File: src/rtl/lsu_sram_if.sv
// Pipeline request/response bus and 256x32 data SRAM port of the MEM-stage load/store unit.
// The slave modport is the LSU view; master is the pipeline plus SRAM environment.
interface lsu_sram_if;
    logic        req;
    logic        we;
    logic [1:0]  size;
    logic        uns;
    logic [9:0]  addr;
    logic [31:0] wdata;
    logic        busy;
    logic        done;
    logic        err;
    logic [31:0] rdata;
    logic        CSram;
    logic [7:0]  Direc;
    logic [31:0] Datain;
    logic        LeerMem;
    logic        EscrMem;
    logic [31:0] Dataout;

    modport slave (
        input  req, we, size, uns, addr, wdata, Dataout,
        output busy, done, err, rdata, CSram, Direc, Datain, LeerMem, EscrMem
    );

    modport master (
        output req, we, size, uns, addr, wdata, Dataout,
        input  busy, done, err, rdata, CSram, Direc, Datain, LeerMem, EscrMem
    );
endinterface

File: src/rtl/lsu_sram.sv
// Load/store unit driving the 256x32 data SRAM; sub-word stores use read-modify-write.
// Define LSU_SUBWORD_EN to build byte/halfword support; otherwise only word accesses succeed.
module lsu_sram (
    input  logic      clk,
    input  logic      rst_n,
    lsu_sram_if.slave bus
);

    typedef enum logic [2:0] {IDLE, READ, WRITE, RMW_RD, RMW_WR, RESP} state_t;

    state_t      state, state_nx;
    logic [7:0]  widx_q;
    logic [31:0] wdata_q;
    logic        err_q;
    logic [31:0] rdata_q;
    logic        bad;
    logic [31:0] ld_val;

`ifdef LSU_SUBWORD_EN
    logic [1:0]  lane_q;
    logic [1:0]  size_q;
    logic        uns_q;
    logic [31:0] merge_q;
    logic [31:0] merged;
    logic [15:0] half_lane;
    logic [7:0]  byte_lane;
`endif

    // Misalignment/unsupported check looks at the live request; it is only used on acceptance.
    always_comb begin
        bad = (bus.size == 2'b01 && bus.addr[0]) ||
              (bus.size[1] && bus.addr[1:0] != 2'b00);
`ifndef LSU_SUBWORD_EN
        bad = bad || !bus.size[1];
`endif
    end

    always_comb begin
        ld_val = bus.Dataout;
`ifdef LSU_SUBWORD_EN
        half_lane = bus.Dataout[{lane_q[1], 4'b0000} +: 16];
        byte_lane = bus.Dataout[{lane_q, 3'b000} +: 8];
        if (!size_q[1]) begin
            if (size_q[0]) ld_val = {{16{half_lane[15] & ~uns_q}}, half_lane};
            else           ld_val = {{24{byte_lane[7] & ~uns_q}}, byte_lane};
        end
        merged = merge_q;
        if (size_q[0]) merged[{lane_q[1], 4'b0000} +: 16] = wdata_q[15:0];
        else           merged[{lane_q, 3'b000} +: 8]      = wdata_q[7:0];
`endif
    end

    always_ff @(posedge clk) begin
        if (!rst_n) begin
            state   <= IDLE;
            widx_q  <= '0;
            wdata_q <= '0;
            err_q   <= 1'b0;
            rdata_q <= '0;
`ifdef LSU_SUBWORD_EN
            lane_q  <= '0;
            size_q  <= '0;
            uns_q   <= 1'b0;
            merge_q <= '0;
`endif
        end else begin
            state <= state_nx;
            if (state == IDLE && bus.req) begin
                widx_q  <= bus.addr[9:2];
                wdata_q <= bus.wdata;
                err_q   <= bad;
`ifdef LSU_SUBWORD_EN
                lane_q  <= bus.addr[1:0];
                size_q  <= bus.size;
                uns_q   <= bus.uns;
`endif
            end
            if (state == READ) rdata_q <= ld_val;
`ifdef LSU_SUBWORD_EN
            if (state == RMW_RD) merge_q <= bus.Dataout;
`endif
        end
    end

    always_comb begin
        state_nx    = state;
        bus.busy    = (state != IDLE);
        bus.done    = (state == RESP);
        bus.err     = (state == RESP) && err_q;
        bus.rdata   = rdata_q;
        bus.CSram   = 1'b0;
        bus.LeerMem = 1'b0;
        bus.EscrMem = 1'b0;
        bus.Direc   = '0;
        bus.Datain  = '0;
        case (state)
            IDLE: begin
                if (bus.req) begin
                    if (bad)          state_nx = RESP;
                    else if (!bus.we) state_nx = READ;
`ifdef LSU_SUBWORD_EN
                    else if (!bus.size[1]) state_nx = RMW_RD;
`endif
                    else              state_nx = WRITE;
                end
            end
            READ: begin
                bus.CSram   = 1'b1;
                bus.LeerMem = 1'b1;
                bus.Direc   = widx_q;
                state_nx    = RESP;
            end
            WRITE: begin
                bus.CSram   = 1'b1;
                bus.EscrMem = 1'b1;
                bus.Direc   = widx_q;
                bus.Datain  = wdata_q;
                state_nx    = RESP;
            end
`ifdef LSU_SUBWORD_EN
            RMW_RD: begin
                bus.CSram   = 1'b1;
                bus.LeerMem = 1'b1;
                bus.Direc   = widx_q;
                state_nx    = RMW_WR;
            end
            RMW_WR: begin
                bus.CSram   = 1'b1;
                bus.EscrMem = 1'b1;
                bus.Direc   = widx_q;
                bus.Datain  = merged;
                state_nx    = RESP;
            end
`endif
            RESP:    state_nx = IDLE;
            default: state_nx = IDLE;
        endcase
    end

endmodule

File: src/flat_wrapper.sv
// flat-port wrapper written by rule: the top's interface ports become plain ports
module lsu_sram_flat 
  (clk, rst_n, bus_req, bus_we, bus_size, bus_uns, bus_addr, bus_wdata, bus_Dataout, bus_busy, bus_done, bus_err, bus_rdata, bus_CSram, bus_Direc, bus_Datain, bus_LeerMem, bus_EscrMem);
  lsu_sram_if bus_i ();
  input  logic clk;
  input  logic rst_n;
  input wire logic [$bits(bus_i.req)-1:0] bus_req;
  input wire logic [$bits(bus_i.we)-1:0] bus_we;
  input wire logic [$bits(bus_i.size)-1:0] bus_size;
  input wire logic [$bits(bus_i.uns)-1:0] bus_uns;
  input wire logic [$bits(bus_i.addr)-1:0] bus_addr;
  input wire logic [$bits(bus_i.wdata)-1:0] bus_wdata;
  input wire logic [$bits(bus_i.Dataout)-1:0] bus_Dataout;
  output wire logic [$bits(bus_i.busy)-1:0] bus_busy;
  output wire logic [$bits(bus_i.done)-1:0] bus_done;
  output wire logic [$bits(bus_i.err)-1:0] bus_err;
  output wire logic [$bits(bus_i.rdata)-1:0] bus_rdata;
  output wire logic [$bits(bus_i.CSram)-1:0] bus_CSram;
  output wire logic [$bits(bus_i.Direc)-1:0] bus_Direc;
  output wire logic [$bits(bus_i.Datain)-1:0] bus_Datain;
  output wire logic [$bits(bus_i.LeerMem)-1:0] bus_LeerMem;
  output wire logic [$bits(bus_i.EscrMem)-1:0] bus_EscrMem;
  assign bus_i.req = bus_req;
  assign bus_i.we = bus_we;
  assign bus_i.size = bus_size;
  assign bus_i.uns = bus_uns;
  assign bus_i.addr = bus_addr;
  assign bus_i.wdata = bus_wdata;
  assign bus_i.Dataout = bus_Dataout;
  assign bus_busy = bus_i.busy;
  assign bus_done = bus_i.done;
  assign bus_err = bus_i.err;
  assign bus_rdata = bus_i.rdata;
  assign bus_CSram = bus_i.CSram;
  assign bus_Direc = bus_i.Direc;
  assign bus_Datain = bus_i.Datain;
  assign bus_LeerMem = bus_i.LeerMem;
  assign bus_EscrMem = bus_i.EscrMem;
  lsu_sram u_core (.clk(clk), .rst_n(rst_n), .bus(bus_i));
endmodule
File: config.mk
export PLATFORM = sky130hd
export DESIGN_NAME = lsu_sram_flat
export DESIGN_NICKNAME = d
export VERILOG_FILES = /design/src/rtl/lsu_sram_if.sv /design/src/rtl/lsu_sram.sv /design/src/flat_wrapper.sv
export SDC_FILE = /design/constraint.sdc
export NUM_CORES = 1
export LEC_CHECK = 0
export CAP_MARGIN = 5
export CORE_UTILIZATION = 38
export CTS_BUF_LIST = sky130_fd_sc_hd__clkbuf_4
export DETAILED_ROUTE_END_ITERATION = 10
export GPL_ROUTABILITY_DRIVEN = 0
export GPL_TIMING_DRIVEN = 0
export PLACE_DENSITY_LB_ADDON = 0.25
export RECOVER_POWER = 50
export REMOVE_ABC_BUFFERS = 1
export SYNTH_ARGS = -nofsm -noshare
export SYNTH_HDL_FRONTEND = slang
export SYNTH_SLANG_ARGS = --single-unit
File: constraint.sdc
create_clock -name clk -period 1.95 [get_ports clk]
set_input_delay 0.39 -clock clk [delete_from_list [all_inputs] [get_ports clk]]
set_output_delay 0.39 -clock clk [all_outputs]
set_load 0.005 [all_outputs]
==> parameters.txt <==
Parameter                              Value

Run status
  Status    finished with violations
  Violations in the final reports    negative setup slack

Routing
  Number of vias per cell    4.65
  Detailed-route via count    3073
  Drt wl/cell    13.3 um
  DRC violation count after routing    0
  Total Wirelength    8790 um
  Antenna viol nets, final    0
  Initial DRC Count    71
  Number of optimization iterations in the first detailed-route pass    4

Layout
  Fraction of layout instances using a drive strength above 1    0.238
  Design area    5110 um2
  Fill cells    672
  Layout overhead on the synthesized area    66.7%
  Number of nets in the finished design    636
  Fin util    0.657
  Count of inserted antenna diode cells    0

Run
  Number of max-cap violations    0

Floorplanning
  Core area    7770 um2
  Row count    32
  Die Wd    91.8 um
  Die Area    8420 um2
  Count of boundary I/O pins    159
  Initial core utilization    0.394
  Die Y    91.8 um

Logic synthesis
  Unique masters post-synth    23
  Biggest area contributors in the synthesized netlist    dfxtp_1 (50%), nand2_1 (18%), a21oi_1 (12%), and2_1 (8.4%), buf_6 (2.6%)
  Largest area contributor in the synthesized netlist    dfxtp_1
  Synthesized instance count    383
  Yosys top cell area share    0.497
  Number of synthesized flops with an enable pin    0
  Synthesis-stage register bit count    76
  Combined area of all synthesized cells    3060 um2
  Yosys synthesis warning count    0
  Async S/R FF share, synth    0
  Syn Area/Cell    8.00 um2
  Primary FF master, synth    dfxtp_1
  Part of the Yosys area used for sequential elements    0.497

Min path
  Hold WC Path Type    flop to flop
  Hold path startpoint    u_core.widx_q[2]
  Cells on Worst Hold Path    2
  End point of the most critical hold path    u_core.widx_q[2]

Global route
  GRT met2 Usage    0.345
  Via count of the first global-routing pass    2990
  Wire length of the first global-routing pass    13800 um
  Met3 layer usage reported by global route    0.0672
  Met1 Track Usage GR    0.251
  Number of antenna violations at the first check in global routing    0
  Congestion Overflow GR    0
  Pin count of the biggest net entering global routing    41
  Layer with the highest usage after global routing    met2
  Total Routing Usage GR    0.208

Worst setup path
  Critical path class    flop to primary output
  CP startpoint kind    flop
  Reg-to-reg setup timing slack    0.08 ns
  Top fanout value on the critical path    4
  Worst r2r dst    u_core.widx_q[0]
  Crit Reg-Reg Startpoint    u_core.state[0]
  Number of cell instances on the worst register-to-register path    6
  WP data required    1.56 ns
  Arr. time, crit path    1.69 ns
  Endpoint class of the critical path    primary output

Timing
  Shortest period the worst path allows    2.08 ns
  Post-route fraction of the period consumed by the critical path    1.07
  Worst Tran Pin Value    0.689 ns
  RSZ-0062 raised after global routing    true
  Hold Fails Final Rpt    0
  Setup-violating endpoint count in the final report    29
  Max Freq    481 MHz
  Number of max-slew violations in the final report    0
  Minimum setup slack in the final design    -0.128 ns
  Clock Skews    0.00917 ns
  Max-slew headroom at the worst pin    0.540

CTS
  Clock latency at the later pin of the worst-skew pair    0.40 ns
  Number of sinks on the clock net    76
  Max H-tree Level    3
  Clock-pin transition on the worst setup and hold timing paths    0.12 ns
  TritonCTS clock tree    yes
  CTS Hold Bufs    0
  Cell chosen for the clock root    clkbuf_4
  Number of buffers created by CTS    9
  Largest buffer count on any clock path    2

Power and ir drop
  Maximum vdd ir drop    373 uV
  Power density over cell area    643 nW/um2
  Static leakage power    0.00204 uW

Placement
  DPL Wire Length    5340 um
  Placed standard-cell area    4590 um2
  Total of buffers placed on input and output ports    156
worst max-delay path, stage by stage (launching register included):
cell and delay (ns):
dfxtp_4 0.38, buf_6 0.12, buf_12 0.12, xnor2_4 0.23, nor2_4 0.08, buf_6 0.12
and2_4 0.12, buf_6 0.10
where the power goes:
group	switching (uW)	total [uW]	internal [uW]
Combinational	334	752	418
Sequential	57.9	1730	1670
Clock	513	807	294
how the worst max path moves through the flow:
stage / startpoint / end / slack, ns / depth (start not counted)
after floorplan: u_core.state[1] / bus_Datain[0] / -0.47 / 2
after global placement: u_core.state[1] / bus_EscrMem / -2.13 / 2
after detailed placement: u_core.state[0] / bus_LeerMem / -0.84 / 3
after CTS: u_core.state[1] / bus_Datain[26] / -0.13 / 7
after global routing: u_core.state[2] / bus_Datain[26] / -0.19 / 7
final: u_core.state[0] / bus_Direc[5] / -0.13 / 7
layout make-up:
| class | instances | area [um2] | share of cell area |
|---|---|---|---|
| inverters | 2 | 20.0 | 0.00392 |
| repair inverters | 1 | 8.76 | 0.00172 |
| well taps | 102 | 128 | 0.0250 |
| repair buffers | 188 | 1880 | 0.369 |
| flip-flops and latches | 76 | 1530 | 0.300 |
| clock inverters | 3 | 15.0 | 0.00294 |
| multi-input cells | 277 | 1430 | 0.280 |
| clock buffers | 12 | 90.1 | 0.0176 |
flip-flops by register name (all words and copies together) (netlist names):
| signal | count |
|---|---|
| u_core.err_q | 1 |
| u_core.state | 3 |
| u_core.wdata_q | 32 |
| u_core.widx_q | 8 |
| u_core.bus.rdata | 32 |
synthesized netlist by cell type, drive strengths merged (2+ instances only):
master and number:
dfxtp 76, a21oi 72, inv 2, a211oi 2, nor3b 2, and2 41
buf 20, nor2 4, clkbuf 10, nand2 144
cells in the final DEF (no fill, tap or decap), types with 11 or more instances in the layout:
| cell | Yosys | layout |
|---|---|---|
| buf_6 | 7 | 37 |
| buf_2 | 9 | 16 |
| dfxtp_1 | 76 | 73 |
| a21oi_1 | 72 | 72 |
| clkdlybuf4s50_1 | 0 | 110 |
| clkbuf_4 | 0 | 12 |
| nand2_1 | 144 | 144 |
| and2_1 | 41 | 18 |
| and2_4 | 0 | 23 |
| buf_4 | 0 | 11 |
per-layer routing:
layer  share of wire  wire, um
met2            0.45      3950
met1            0.44      3890
met4           0.016       144
met5               0         0
met3           0.091       797
through the flow:
step / power, uW / setup WS (ns) / cells / hold WS, ns / setup TNS, ns
after floorplan: 2020 / -0.475 / 353 / 0.432 / -15.40
after global placement: 2370 / -2.13 / 611 / 0.437 / -143.20
after detailed placement: 2400 / -0.843 / 615 / 0.442 / -35.52
after CTS: 3290 / -0.134 / 657 / 0.458 / -1.63
after global routing: 3470 / -0.193 / 661 / 0.475 / -3.46
final: 3290 / -0.128 / 661 / 0.456 / -1.03
cell families (layout without fill, tap and decap cells):
kind of cell / count (synthesis) / in the layout / share of synthesized area
flip-flops: 76 / 76 / 0.497
AND/OR/NAND/NOR: 197 / 199 / 0.292
buffers and inverters: 32 / 206 / 0.0764
XOR/XNOR: 1 / 1 / 0.00286
AO/OA/AOI/OAI: 77 / 77 / 0.132
what timing repair did:
action,in CTS,in global routing
buffers inserted,22,5
endpoints found under the hold margin,0,0
pin swaps,10,21
setup endpoints to repair,82,40
cloned,5,1
gates resized for setup,198,61
No activity file was read; power rests on OpenSTA's default activity.
